### src/rtl/ram_arb_pkg.sv
// rtl/ram_arb_pkg.sv - shared encodings for the two-port RAM arbiter
package ram_arb_pkg;

    typedef enum logic [1:0] {
        ST_IDLE   = 2'd0,
        ST_ACCESS = 2'd1,
        ST_WAIT   = 2'd2,
        ST_DONE   = 2'd3
    } arb_state_t;

    localparam logic RW_WRITE = 1'b1;
    localparam logic RW_READ  = 1'b0;

    localparam logic PORT_A = 1'b0;
    localparam logic PORT_B = 1'b1;

endpackage

### src/rtl/ram_arbiter_v_if.sv
// rtl/ram_arbiter_v_if.sv - requester ports and RAM-side bus of the arbiter
interface ram_arbiter_v_if #(
    parameter int DATA_W = 16,
    parameter int ADDR_W = 16
);
    logic              a_req;
    logic              a_we;
    logic [ADDR_W-1:0] a_addr;
    logic [DATA_W-1:0] a_wdata;
    logic [DATA_W-1:0] a_rdata;
    logic              a_ack;

    logic              b_req;
    logic              b_we;
    logic [ADDR_W-1:0] b_addr;
    logic [DATA_W-1:0] b_wdata;
    logic [DATA_W-1:0] b_rdata;
    logic              b_ack;

    logic [ADDR_W-1:0] bus_RAM_ADDRESS;
    logic [DATA_W-1:0] bus_RAM_DATA_IN;
    logic              wire_RW;
    logic [DATA_W-1:0] bus_RAM_DATA_OUT;
    logic              busy;

    modport slave (
        input  a_req, a_we, a_addr, a_wdata,
        input  b_req, b_we, b_addr, b_wdata,
        input  bus_RAM_DATA_OUT,
        output a_rdata, a_ack, b_rdata, b_ack,
        output bus_RAM_ADDRESS, bus_RAM_DATA_IN, wire_RW, busy
    );

    modport master (
        output a_req, a_we, a_addr, a_wdata,
        output b_req, b_we, b_addr, b_wdata,
        output bus_RAM_DATA_OUT,
        input  a_rdata, a_ack, b_rdata, b_ack,
        input  bus_RAM_ADDRESS, bus_RAM_DATA_IN, wire_RW, busy
    );

endinterface

### src/rtl/ram_arb_pick.sv
// rtl/ram_arb_pick.sv - combinational winner select, A priority with starvation guard
module ram_arb_pick
    import ram_arb_pkg::*;
#(
    parameter int CNT_W       = 3,
    parameter int MAX_A_BURST = 4
) (
    input  logic             a_req,
    input  logic             b_req,
    input  logic [CNT_W-1:0] burst_cnt,
    output logic             grant,
    output logic             winner
);

    always_comb begin
        grant  = a_req | b_req;
        winner = PORT_A;
        // B wins when alone, or when A has used up its burst while B waited
        if (b_req && (!a_req || (burst_cnt == CNT_W'(MAX_A_BURST)))) begin
            winner = PORT_B;
        end
    end

endmodule

### src/rtl/ram_arbiter_v.sv
// rtl/ram_arbiter_v.sv - shares one single-port RAM between requesters A (priority) and B
module ram_arbiter_v
    import ram_arb_pkg::*;
#(
    parameter int DATA_W      = 16,
    parameter int ADDR_W      = 16,
    parameter int RAM_LATENCY = 1,
    parameter int MAX_A_BURST = 4
) (
    input  logic            clock,
    input  logic            reset,
    ram_arbiter_v_if.slave  bus
);

    localparam int         CNT_W    = $clog2(MAX_A_BURST + 1);
    localparam logic [1:0] LAT_INIT = 2'(RAM_LATENCY - 1);

    arb_state_t        state;
    arb_state_t        state_next;
    logic [CNT_W-1:0]  burst_cnt;
    logic [1:0]        lat_cnt;
    logic              sel_port;
    logic              sel_we;
    logic [ADDR_W-1:0] sel_addr;
    logic [DATA_W-1:0] sel_wdata;
    logic              a_ack_q;
    logic              b_ack_q;
    logic [DATA_W-1:0] a_rdata_q;
    logic [DATA_W-1:0] b_rdata_q;
    logic              grant;
    logic              winner;

    ram_arb_pick #(
        .CNT_W       (CNT_W),
        .MAX_A_BURST (MAX_A_BURST)
    ) u_pick (
        .a_req     (bus.a_req),
        .b_req     (bus.b_req),
        .burst_cnt (burst_cnt),
        .grant     (grant),
        .winner    (winner)
    );

    always_comb begin
        state_next = state;
        case (state)
            ST_IDLE:   if (grant) state_next = ST_ACCESS;
            ST_ACCESS: state_next = (RAM_LATENCY == 1) ? ST_DONE : ST_WAIT;
            ST_WAIT:   if (lat_cnt <= 2'd1) state_next = ST_DONE;
            ST_DONE:   state_next = ST_IDLE;
            default:   state_next = ST_IDLE;
        endcase
    end

    always_ff @(posedge clock or posedge reset) begin
        if (reset) begin
            state     <= ST_IDLE;
            burst_cnt <= '0;
            lat_cnt   <= '0;
            sel_port  <= PORT_A;
            sel_we    <= RW_READ;
            sel_addr  <= '0;
            sel_wdata <= '0;
            a_ack_q   <= 1'b0;
            b_ack_q   <= 1'b0;
            a_rdata_q <= '0;
            b_rdata_q <= '0;
        end else begin
            state   <= state_next;
            a_ack_q <= 1'b0;
            b_ack_q <= 1'b0;
            case (state)
                ST_IDLE: begin
                    if (grant) begin
                        sel_port <= winner;
                        if (winner == PORT_A) begin
                            sel_we    <= bus.a_we;
                            sel_addr  <= bus.a_addr;
                            sel_wdata <= bus.a_wdata;
                            if (!bus.b_req) begin
                                burst_cnt <= '0;
                            end else if (burst_cnt != CNT_W'(MAX_A_BURST)) begin
                                burst_cnt <= burst_cnt + 1'b1;
                            end
                        end else begin
                            sel_we    <= bus.b_we;
                            sel_addr  <= bus.b_addr;
                            sel_wdata <= bus.b_wdata;
                            burst_cnt <= '0;
                        end
                    end
                end
                ST_ACCESS: lat_cnt <= LAT_INIT;
                ST_WAIT:   lat_cnt <= lat_cnt - 1'b1;
                ST_DONE: begin
                    // ack and read data become visible together in the following cycle
                    if (sel_port == PORT_A) begin
                        a_ack_q <= 1'b1;
                        if (sel_we == RW_READ) a_rdata_q <= bus.bus_RAM_DATA_OUT;
                    end else begin
                        b_ack_q <= 1'b1;
                        if (sel_we == RW_READ) b_rdata_q <= bus.bus_RAM_DATA_OUT;
                    end
                end
                default: ;
            endcase
        end
    end

    // decoded from state so an async reset drops the strobe immediately
    assign bus.wire_RW         = ((state == ST_ACCESS) && (sel_we == RW_WRITE)) ? RW_WRITE : RW_READ;
    assign bus.bus_RAM_ADDRESS = sel_addr;
    assign bus.bus_RAM_DATA_IN = sel_wdata;
    assign bus.busy            = (state != ST_IDLE);
    assign bus.a_ack           = a_ack_q;
    assign bus.b_ack           = b_ack_q;
    assign bus.a_rdata         = a_rdata_q;
    assign bus.b_rdata         = b_rdata_q;

endmodule

### src/flat_wrapper.sv
// flat-port wrapper written by rule: the top's interface ports become plain ports
module ram_arbiter_v_flat import ram_arb_pkg::*;
#(
    parameter int DATA_W      = 16,
    parameter int ADDR_W      = 16,
    parameter int RAM_LATENCY = 1,
    parameter int MAX_A_BURST = 4
)
  (clock, reset, bus_a_req, bus_a_we, bus_a_addr, bus_a_wdata, bus_b_req, bus_b_we, bus_b_addr, bus_b_wdata, bus_bus_RAM_DATA_OUT, bus_a_rdata, bus_a_ack, bus_b_rdata, bus_b_ack, bus_bus_RAM_ADDRESS, bus_bus_RAM_DATA_IN, bus_wire_RW, bus_busy);
  ram_arbiter_v_if #(.DATA_W(DATA_W), .ADDR_W(ADDR_W)) bus_i ();
  input  logic clock;
  input  logic reset;
  input wire logic [$bits(bus_i.a_req)-1:0] bus_a_req;
  input wire logic [$bits(bus_i.a_we)-1:0] bus_a_we;
  input wire logic [$bits(bus_i.a_addr)-1:0] bus_a_addr;
  input wire logic [$bits(bus_i.a_wdata)-1:0] bus_a_wdata;
  input wire logic [$bits(bus_i.b_req)-1:0] bus_b_req;
  input wire logic [$bits(bus_i.b_we)-1:0] bus_b_we;
  input wire logic [$bits(bus_i.b_addr)-1:0] bus_b_addr;
  input wire logic [$bits(bus_i.b_wdata)-1:0] bus_b_wdata;
  input wire logic [$bits(bus_i.bus_RAM_DATA_OUT)-1:0] bus_bus_RAM_DATA_OUT;
  output wire logic [$bits(bus_i.a_rdata)-1:0] bus_a_rdata;
  output wire logic [$bits(bus_i.a_ack)-1:0] bus_a_ack;
  output wire logic [$bits(bus_i.b_rdata)-1:0] bus_b_rdata;
  output wire logic [$bits(bus_i.b_ack)-1:0] bus_b_ack;
  output wire logic [$bits(bus_i.bus_RAM_ADDRESS)-1:0] bus_bus_RAM_ADDRESS;
  output wire logic [$bits(bus_i.bus_RAM_DATA_IN)-1:0] bus_bus_RAM_DATA_IN;
  output wire logic [$bits(bus_i.wire_RW)-1:0] bus_wire_RW;
  output wire logic [$bits(bus_i.busy)-1:0] bus_busy;
  assign bus_i.a_req = bus_a_req;
  assign bus_i.a_we = bus_a_we;
  assign bus_i.a_addr = bus_a_addr;
  assign bus_i.a_wdata = bus_a_wdata;
  assign bus_i.b_req = bus_b_req;
  assign bus_i.b_we = bus_b_we;
  assign bus_i.b_addr = bus_b_addr;
  assign bus_i.b_wdata = bus_b_wdata;
  assign bus_i.bus_RAM_DATA_OUT = bus_bus_RAM_DATA_OUT;
  assign bus_a_rdata = bus_i.a_rdata;
  assign bus_a_ack = bus_i.a_ack;
  assign bus_b_rdata = bus_i.b_rdata;
  assign bus_b_ack = bus_i.b_ack;
  assign bus_bus_RAM_ADDRESS = bus_i.bus_RAM_ADDRESS;
  assign bus_bus_RAM_DATA_IN = bus_i.bus_RAM_DATA_IN;
  assign bus_wire_RW = bus_i.wire_RW;
  assign bus_busy = bus_i.busy;
  ram_arbiter_v #(.DATA_W(DATA_W), .ADDR_W(ADDR_W), .RAM_LATENCY(RAM_LATENCY), .MAX_A_BURST(MAX_A_BURST)) u_core (.clock(clock), .reset(reset), .bus(bus_i));
endmodule
### config.mk
export PLATFORM = sky130hd
export DESIGN_NAME = ram_arbiter_v_flat
export DESIGN_NICKNAME = d
export VERILOG_FILES = /design/src/rtl/ram_arb_pkg.sv /design/src/rtl/ram_arbiter_v_if.sv /design/src/rtl/ram_arb_pick.sv /design/src/rtl/ram_arbiter_v.sv /design/src/flat_wrapper.sv
export SDC_FILE = /design/constraint.sdc
export NUM_CORES = 1
export LEC_CHECK = 0
export ABC_AREA = 1
export CORE_MARGIN = 2
export CORE_UTILIZATION = 39
export CTS_CLUSTER_DIAMETER = 50
export DETAILED_ROUTE_END_ITERATION = 16
export PLACE_DENSITY = 0.77
export SYNTH_ARGS = -nofsm -noshare
export SYNTH_HDL_FRONTEND = slang
export SYNTH_SLANG_ARGS = --single-unit
export TNS_END_PERCENT = 20
### constraint.sdc
create_clock -name clock -period 2.9 [get_ports clock]
set_input_delay 0.87 -clock clock [delete_from_list [all_inputs] [get_ports clock]]
set_output_delay 0.87 -clock clock [all_outputs]
set_load 0.05 [all_outputs]
==> results of run 1 <==
==> cells in the final DEF, fill, tap and decap left out, types with 2 or more instances in the layout <==
cell	instances
clkbuf_8	9
bufinv_16	2
nand2_1	147
nand2_2	2
o21ai_0	38
a21oi_1	2
ha_1	7
buf_4	5
dfrtp_1	75
nor2_1	3
nand3_1	69
inv_1	96
clkdlybuf4s50_1	152
clkinvlp_4	2
clkinv_2	2
==> power by group <==
part           switching, mW  internal, mW
Clock                  0.388         0.481
Combinational           2.53          1.21
Sequential             0.299          1.56
Total                   3.22          3.25
==> routing by layer <==
metal	part of all wire, %	global-route usage (%)	vias to the layer above
li1	-	-	1696
met1	42	22.1	1582
met2	51	33.1	113
met3	5.9	3.95	11
met4	1.6	7.80	0
met5	0	0	-
==> cell type report <==
class | count | area [um^2]
multi-input cells | 272 | 1250
clock inverters | 6 | 88.8
inverters | 98 | 369
flip-flops and latches | 75 | 1880
clock buffers | 9 | 124
repair buffers | 158 | 1580
fillers | 829 | 3720
well taps | 111 | 139
==> cell families (layout without fill, tap and decap cells) <==
logic type	count (synthesis)	count (layout)	synth area share [%]
AO/OA/AOI/OAI	41	41	5.65
adder cells (fa/ha/maj)	7	7	2.41
buffers and inverters	120	271	13.9
flip-flops	75	75	51.7
AND/OR/NAND/NOR	224	224	26.4
==> stage by stage <==
step	util, %	cell area [um^2]	power, mW	setup WS, ns	hold slack [ns]
6_report	59.3	5430	6.47	0.139	0.467
3_3_place_gp	57.0	5220	5.54	0.532	0.462
2_1_floorplan	-	3630	4.33	0.120	0.440
4_1_cts	59.3	5430	6.51	0.103	0.468
3_5_place_dp	57.0	5220	5.63	0.469	0.465
5_1_grt	59.3	5430	6.83	0.0361	0.499
==> worst max-delay path, stage by stage (launching register included) <==
cell and delay, ns:
dfrtp_1 0.42, inv_1 0.10, ha_1 0.14, nand2_1 0.05, inv_1 0.05, clkdlybuf4s50_1 0.79
==> registers in the layout (all words and copies together) (netlist names) <==
| signal | count |
|---|---|
| u_core.lat_cnt | 2 |
| u_core.bus.a_rdata | 16 |
| u_core.bus.b_ack | 1 |
| u_core.sel_we | 1 |
| u_core.bus.b_rdata | 16 |
| u_core.state | 2 |
| u_core.bus.a_ack | 1 |
| u_core.burst_cnt | 3 |
| u_core.bus.bus_RAM_DATA_IN | 16 |
| u_core.sel_port | 1 |
| u_core.bus.bus_RAM_ADDRESS | 16 |
==> final timing paths <==
kind | slack (ns) | to
worst min-delay path | 0.47 | u_core.bus.a_ack$_DFF_PP0_
max in group asynchronous | 1.44 | u_core.bus.b_rdata[9]$_DFFE_PP0P_
worst max-delay path | 0.14 | bus_wire_RW
worst max register to register | 1.06 | u_core.bus.b_rdata[10]$_DFFE_PP0P_
min in group asynchronous | 0.85 | u_core.bus.bus_RAM_ADDRESS[12]$_DFFE_PP0P_
worst min register to register | 0.47 | u_core.bus.a_ack$_DFF_PP0_
==> impl_results.html, run 1 <==
<table>
<tr><th>Metric</th><th>Value</th></tr>
<tr><th colspan="2">Synth</th></tr>
<tr><td>Cell with the most instances after synthesis</td><td>nand2_1</td></tr>
<tr><td>Average size of a mapped cell</td><td>7.78 um^2</td></tr>
<tr><td>Most frequent cells after synthesis</td><td>nand2_1 (147), inv_1 (97), dfrtp_1 (75), nand3_1 (69), o21ai_0 (38)</td></tr>
<tr><td>Top cell type by total area after synthesis</td><td>dfrtp_1</td></tr>
<tr><td>Distinct cells, synth</td><td>18</td></tr>
<tr><td>Post-Synthesis Cell Area</td><td>3630 um^2</td></tr>
<tr><td>Total nets after synthesis</td><td>560</td></tr>
<tr><td>Synthesis Warnings</td><td>0</td></tr>
<tr><td>Synth area leaders</td><td>dfrtp_1 (52%), nand2_1 (15%), inv_1 (10%)</td></tr>
<tr><td>Flip-flop and latch count after synthesis</td><td>75</td></tr>
<tr><td>Share of async-settable or async-resettable flops after synthesis</td><td>100%</td></tr>
<tr><td>EDFF count, synth</td><td>0</td></tr>
<tr><td>Sequential cell area fraction in the yosys report</td><td>51.7%</td></tr>
<tr><td>Area fraction of the dominant cell type after synthesis</td><td>51.7%</td></tr>
<tr><td>Synthesized instance count</td><td>467</td></tr>
<tr><td>Post-synth top flop</td><td>dfrtp_1</td></tr>
<tr><th colspan="2">STA</th></tr>
<tr><td>Total Negative Setup Slacks</td><td>0 ns</td></tr>
<tr><td>Final setup violation count</td><td>0</td></tr>
<tr><td>Worst-margin pin slew</td><td>0.934 ns</td></tr>
<tr><td>Count of final max-slew check failures</td><td>0</td></tr>
<tr><td>Max Fclk</td><td>362 MHz</td></tr>
<tr><td>Fraction of the cycle the final worst path needs</td><td>95.2%</td></tr>
<tr><td>Period minus WS final</td><td>2.76 ns</td></tr>
<tr><td>Worst relative slew slack</td><td>37.6%</td></tr>
<tr><td>Post-route clock skew</td><td>0.0148 ns</td></tr>
<tr><td>Fin. Hold Viols</td><td>0</td></tr>
<tr><td>Unrepaired setup endpoints after global routing</td><td>no</td></tr>
<tr><th colspan="2">Die</th></tr>
<tr><td>Die area</td><td>10100 um^2</td></tr>
<tr><td>Starting Density</td><td>39.7%</td></tr>
<tr><td>Die extent in x</td><td>100 um</td></tr>
<tr><td>Total I/O pin count</td><td>154</td></tr>
<tr><td>Number of cell rows</td><td>35</td></tr>
<tr><td>Core Footprint</td><td>9150 um^2</td></tr>
<tr><td>DIE HEIGHT</td><td>100 um</td></tr>
<tr><th colspan="2">Power and ir drop</th></tr>
<tr><td>Pwr Density</td><td>1190 nW/um^2</td></tr>
<tr><td>Peak supply drop</td><td>558 uV</td></tr>
<tr><td>Leakage dissipation</td><td>2.82 nW</td></tr>
<tr><th colspan="2">Worst setup path</th></tr>
<tr><td>R2R Path Start</td><td>u_core.state[0]$_DFFE_PP0P_</td></tr>
<tr><td>Worst Reg2Reg Path Length in Cells</td><td>5</td></tr>
<tr><td>Arrival time worst endpoint</td><td>1.89 ns</td></tr>
<tr><td>Critical-path maximum fanout</td><td>4</td></tr>
<tr><td>Setup crit start kind</td><td>flip-flop</td></tr>
<tr><td>First element of the critical path</td><td>u_core.state[1]$_DFFE_PP0P_</td></tr>
<tr><td>Element type at the critical path end</td><td>output pin</td></tr>
<tr><td>Req. time, crit path</td><td>2.03 ns</td></tr>
<tr><td>Type of the worst setup path</td><td>flip-flop to output pin</td></tr>
<tr><th colspan="2">Global route</th></tr>
<tr><td>Total overflow reported by the global router</td><td>0</td></tr>
<tr><td>Via count of the first global-routing pass</td><td>3447</td></tr>
<tr><td>Total global-route track usage</td><td>18.7%</td></tr>
<tr><td>Global-route wire length before repair</td><td>15200 um</td></tr>
<tr><td>Antenna violations before repair</td><td>0</td></tr>
<tr><td>Largest net degree at the start of global routing</td><td>52</td></tr>
<tr><th colspan="2">Clocking</th></tr>
<tr><td>TritonCTS clock tree</td><td>done</td></tr>
<tr><td>Buffers from clock root to sink, at most</td><td>2</td></tr>
<tr><td>Count of cells resized by post-cts repair</td><td>0</td></tr>
<tr><td>Cts-stage hold buffer count</td><td>0</td></tr>
<tr><td>Post-CTS setup-driven buffer insertion count</td><td>0</td></tr>
<tr><td>Clock latency on the worst-skew pair</td><td>0.35 ns</td></tr>
<tr><td>Sink count of the clock tree</td><td>75</td></tr>
<tr><td>Clock-pin slew on the worst setup and hold paths</td><td>0.08 ns</td></tr>
<tr><td>Maximum level of the CTS H-tree</td><td>3</td></tr>
<tr><td>Number of buffers inserted during clock tree synthesis</td><td>9</td></tr>
<tr><td>Root Buffer Master</td><td>clkbuf_8</td></tr>
<tr><th colspan="2">Finish</th></tr>
<tr><td>Number of nets in the layout</td><td>707</td></tr>
<tr><td>Area growth, synth to finish</td><td>49.5%</td></tr>
<tr><td>Number of diodes added for antenna fixing</td><td>0</td></tr>
<tr><td>Number of cells in the finished layout apart from fillers</td><td>729</td></tr>
<tr><td>Share of post-route cells with drive strength above 1</td><td>4.53%</td></tr>
<tr><th colspan="2">Worst hold path</th></tr>
<tr><td>Startpoint of the worst hold path</td><td>u_core.sel_port$_DFFE_PP0P_</td></tr>
<tr><td>Worst Hold Class</td><td>flip-flop to flip-flop</td></tr>
<tr><td>Worst hold path stage count</td><td>1</td></tr>
<tr><th colspan="2">Placement</th></tr>
<tr><td>Placed Instances</td><td>714</td></tr>
<tr><td>Final estimated routing congestion in global placement</td><td>0.790</td></tr>
<tr><td>Number of I/O port buffers</td><td>153</td></tr>
<tr><td>Half-perimeter wire length after detailed placement</td><td>6860 um</td></tr>
<tr><th colspan="2">Drt</th></tr>
<tr><td>DR pass1 iterations</td><td>4</td></tr>
<tr><td>Vias per inst</td><td>4.67</td></tr>
<tr><td>DRC violations left</td><td>0</td></tr>
<tr><td>Count of vias placed by the detailed router</td><td>3402</td></tr>
<tr><td>Number of nets with antenna violations after routing</td><td>0</td></tr>
<tr><td>Initial detailed-routing violation count</td><td>155</td></tr>
<tr><td>Routed WL per cell</td><td>12.6 um</td></tr>
<tr><td>Wire length after detailed routing</td><td>9200 um</td></tr>
<tr><th colspan="2">Status</th></tr>
<tr><td>Status</td><td>finished clean</td></tr>
<tr><th colspan="2">Run</th></tr>
<tr><td># Max-Cap Violations</td><td>0</td></tr>
</table>
Power figures use the tool's default switching activity.
==> run 2, diff against run 1 <==
==> constraint.sdc (replaced) <==
create_clock -name clock -period 2.9 [get_ports clock]
set_input_delay 0.87 -clock clock [delete_from_list [all_inputs] [get_ports clock]]
set_output_delay 0.87 -clock clock [all_outputs]
set_load 0.1 [all_outputs]
==> run 2 against run 1 <==
Non-clock buffer count shrank 1. Via count grew 0.73%. Register-to-register slack improved by 0.04 ns. Critical endpoint is now bus_busy.
==> impl_results.html, run 2 (synthesis results as in run 1) <==
<table>
<tr><th>Metric</th><th>Value</th></tr>
<tr><th colspan="2">STA</th></tr>
<tr><td>Post-route clock skew</td><td>0.00849 ns</td></tr>
<tr><td>Period minus WS final</td><td>2.38 ns</td></tr>
<tr><td>Worst-margin pin slew</td><td>0.921 ns</td></tr>
<tr><td>Max Fclk</td><td>420 MHz</td></tr>
<tr><td>Unrepaired setup endpoints after global routing</td><td>no</td></tr>
<tr><td>Total Negative Setup Slacks</td><td>0 ns</td></tr>
<tr><td>Count of final max-slew check failures</td><td>0</td></tr>
<tr><td>Fin. Hold Viols</td><td>0</td></tr>
<tr><td>Final setup violation count</td><td>0</td></tr>
<tr><td>Fraction of the cycle the final worst path needs</td><td>82.2%</td></tr>
<tr><td>Worst relative slew slack</td><td>38.4%</td></tr>
<tr><th colspan="2">Clocking</th></tr>
<tr><td>Maximum level of the CTS H-tree</td><td>3</td></tr>
<tr><td>Clock latency on the worst-skew pair</td><td>0.34 ns</td></tr>
<tr><td>Post-CTS setup-driven buffer insertion count</td><td>0</td></tr>
<tr><td>TritonCTS clock tree</td><td>done</td></tr>
<tr><td>Number of buffers inserted during clock tree synthesis</td><td>9</td></tr>
<tr><td>Cts-stage hold buffer count</td><td>0</td></tr>
<tr><td>Count of cells resized by post-cts repair</td><td>0</td></tr>
<tr><td>Root Buffer Master</td><td>clkbuf_8</td></tr>
<tr><td>Clock-pin slew on the worst setup and hold paths</td><td>0.07 ns</td></tr>
<tr><td>Sink count of the clock tree</td><td>75</td></tr>
<tr><td>Buffers from clock root to sink, at most</td><td>2</td></tr>
<tr><th colspan="2">Finish</th></tr>
<tr><td>Number of nets in the layout</td><td>706</td></tr>
<tr><td>Area growth, synth to finish</td><td>44.1%</td></tr>
<tr><td>Core utilization of the finished layout</td><td>57.2%</td></tr>
<tr><td>Commonest non-fill, non-tap cell in the layout</td><td>nand2_1</td></tr>
<tr><td>Number of cells in the finished layout apart from fillers</td><td>728</td></tr>
<tr><td>Design area</td><td>5230 um^2</td></tr>
<tr><td>Share of post-route cells with drive strength above 1</td><td>15.2%</td></tr>
<tr><td>Number of fillers in the final layout</td><td>860</td></tr>
<tr><td>Number of diodes added for antenna fixing</td><td>0</td></tr>
<tr><td>Leading cell types in the layout, fill and taps excluded</td><td>nand2_1 (147), inv_1 (96), clkdlybuf4s50_1 (85), dfrtp_1 (75), buf_4 (70)</td></tr>
<tr><th colspan="2">Placement</th></tr>
<tr><td>Instance area at placement</td><td>5050 um^2</td></tr>
<tr><td>Half-perimeter wire length after detailed placement</td><td>6620 um</td></tr>
<tr><td>Final estimated routing congestion in global placement</td><td>0.783</td></tr>
<tr><td>Placed Instances</td><td>713</td></tr>
<tr><td>Number of I/O port buffers</td><td>153</td></tr>
<tr><th colspan="2">Worst setup path</th></tr>
<tr><td>Peak per-stage delay on the critical path</td><td>0.39 ns</td></tr>
<tr><td>FF-to-FF setup slack</td><td>1.10 ns</td></tr>
<tr><td>Most common cell type on the critical path</td><td>inv_1</td></tr>
<tr><td>R2R Path Start</td><td>u_core.state[0]$_DFFE_PP0P_</td></tr>
<tr><td>Worst Reg2Reg Path Length in Cells</td><td>5</td></tr>
<tr><td>Element type at the critical path end</td><td>output pin</td></tr>
<tr><td>Type of the worst setup path</td><td>flip-flop to output pin</td></tr>
<tr><td>Critical-path maximum fanout</td><td>4</td></tr>
<tr><td>Req. time, crit path</td><td>2.03 ns</td></tr>
<tr><td>Arrival time worst endpoint</td><td>1.51 ns</td></tr>
<tr><td>Series of cell instances along the critical path</td><td>inv_1, ha_1, inv_1, buf_12</td></tr>
<tr><td>Cell with the largest stage delay on the worst path</td><td>dfrtp_1</td></tr>
<tr><td>R2r endpoint</td><td>u_core.bus.a_rdata[14]$_DFFE_PP0P_</td></tr>
<tr><td>Setup crit start kind</td><td>flip-flop</td></tr>
<tr><th colspan="2">Die</th></tr>
<tr><td>Die area</td><td>10100 um^2</td></tr>
<tr><td>Core Footprint</td><td>9150 um^2</td></tr>
<tr><td>Number of cell rows</td><td>35</td></tr>
<tr><td>Die extent in x</td><td>100 um</td></tr>
<tr><td>Total I/O pin count</td><td>154</td></tr>
<tr><td>DIE HEIGHT</td><td>100 um</td></tr>
<tr><td>Starting Density</td><td>39.7%</td></tr>
<tr><th colspan="2">Drt</th></tr>
<tr><td>Count of vias placed by the detailed router</td><td>3427</td></tr>
<tr><td>Routed WL per cell</td><td>12.7 um</td></tr>
<tr><td>Number of nets with antenna violations after routing</td><td>0</td></tr>
<tr><td>Vias per inst</td><td>4.71</td></tr>
<tr><td>DR pass1 iterations</td><td>4</td></tr>
<tr><td>Initial detailed-routing violation count</td><td>140</td></tr>
<tr><td>Wire length after detailed routing</td><td>9260 um</td></tr>
<tr><td>DRC violations left</td><td>0</td></tr>
<tr><th colspan="2">Worst hold path</th></tr>
<tr><td>Startpoint of the worst hold path</td><td>u_core.lat_cnt[0]$_DFFE_PP0P_</td></tr>
<tr><td>Worst hold path stage count</td><td>1</td></tr>
<tr><td>End of the worst hold path</td><td>u_core.lat_cnt[0]$_DFFE_PP0P_</td></tr>
<tr><td>Worst Hold Class</td><td>flip-flop to flip-flop</td></tr>
<tr><th colspan="2">Global route</th></tr>
<tr><td>Total overflow reported by the global router</td><td>0</td></tr>
<tr><td>Total global-route track usage</td><td>18.8%</td></tr>
<tr><td>Global-route wire length before repair</td><td>15200 um</td></tr>
<tr><td>Largest net degree at the start of global routing</td><td>76</td></tr>
<tr><td>Via count of the first global-routing pass</td><td>3341</td></tr>
<tr><td>Antenna violations before repair</td><td>0</td></tr>
<tr><th colspan="2">Run</th></tr>
<tr><td># Max-Cap Violations</td><td>0</td></tr>
<tr><th colspan="2">Status</th></tr>
<tr><td>Status</td><td>finished clean</td></tr>
</table>
## run 2: cell count changes in the layout (fill, tap and decap cells not counted), sizes merged
cell / before / now
bufinv: 2 / 1
buf: 6 / 72
clkinvlp: 2 / 1
inv: 98 / 97
clkdlybuf4s50: 152 / 85
clkinv: 2 / 5
## run 2: layer usage
| metal | track usage [%] | vias up | routed length, um |
|---|---|---|---|
| li1 | - | 1694 | - |
| met4 | 8.32 | 0 | 158 |
| met2 | 32.8 | 120 | 4630 |
| met3 | 3.40 | 14 | 490 |
| met1 | 22.8 | 1599 | 3980 |
| met5 | 0 | - | 0 |
## run 2: cell type report
class	count	area, um^2	share of cell area (%)
Clock inverter	6	57.6	1.10
Timing Repair Buffer	157	1420	27.1
Inverter	98	369	7.05
Tap cell	111	139	2.65
Multi-Input combinational cell	272	1250	23.9
Clock buffer	9	124	2.37
Sequential cell	75	1880	35.9
## run 2: worst max-delay path by stage
| stage | from | end | slack, ns | cells past startpoint |
|---|---|---|---|---|
| detailed placement | bus_b_req | u_core.sel_port$_DFFE_PP0P_ | 0.45 | 6 |
| floorplan | reset | u_core.burst_cnt[0]$_DFFE_PP0P_ | 0.12 | 1 |
| global route | u_core.state[1]$_DFFE_PP0P_ | bus_busy | 0.45 | 4 |
| CTS | u_core.state[0]$_DFFE_PP0P_ | bus_busy | 0.49 | 4 |
| global placement | bus_b_req | u_core.bus.bus_RAM_DATA_IN[14]$_DFFE_PP0P_ | 0.50 | 6 |
| finish | u_core.state[0]$_DFFE_PP0P_ | bus_busy | 0.52 | 4 |
## run 2: critical path, delay by kind of cell, from the launching register on
kind	cells	cell delay, ns
DFF	1	0.39
adders and majority gates	1	0.23
buffers and inverters	3	0.56
## run 2: metrics by stage
step	setup WS, ns	hold slack [ns]
6_report	0.516	0.484
2_1_floorplan	0.120	0.440
4_1_cts	0.491	0.484
5_1_grt	0.447	0.517
3_3_place_gp	0.501	0.460
3_5_place_dp	0.446	0.461
Power of run 2 is left out: the tool's default activity adds up to more than one toggle a clock period on the data nets, which glitch-free logic cannot reach.
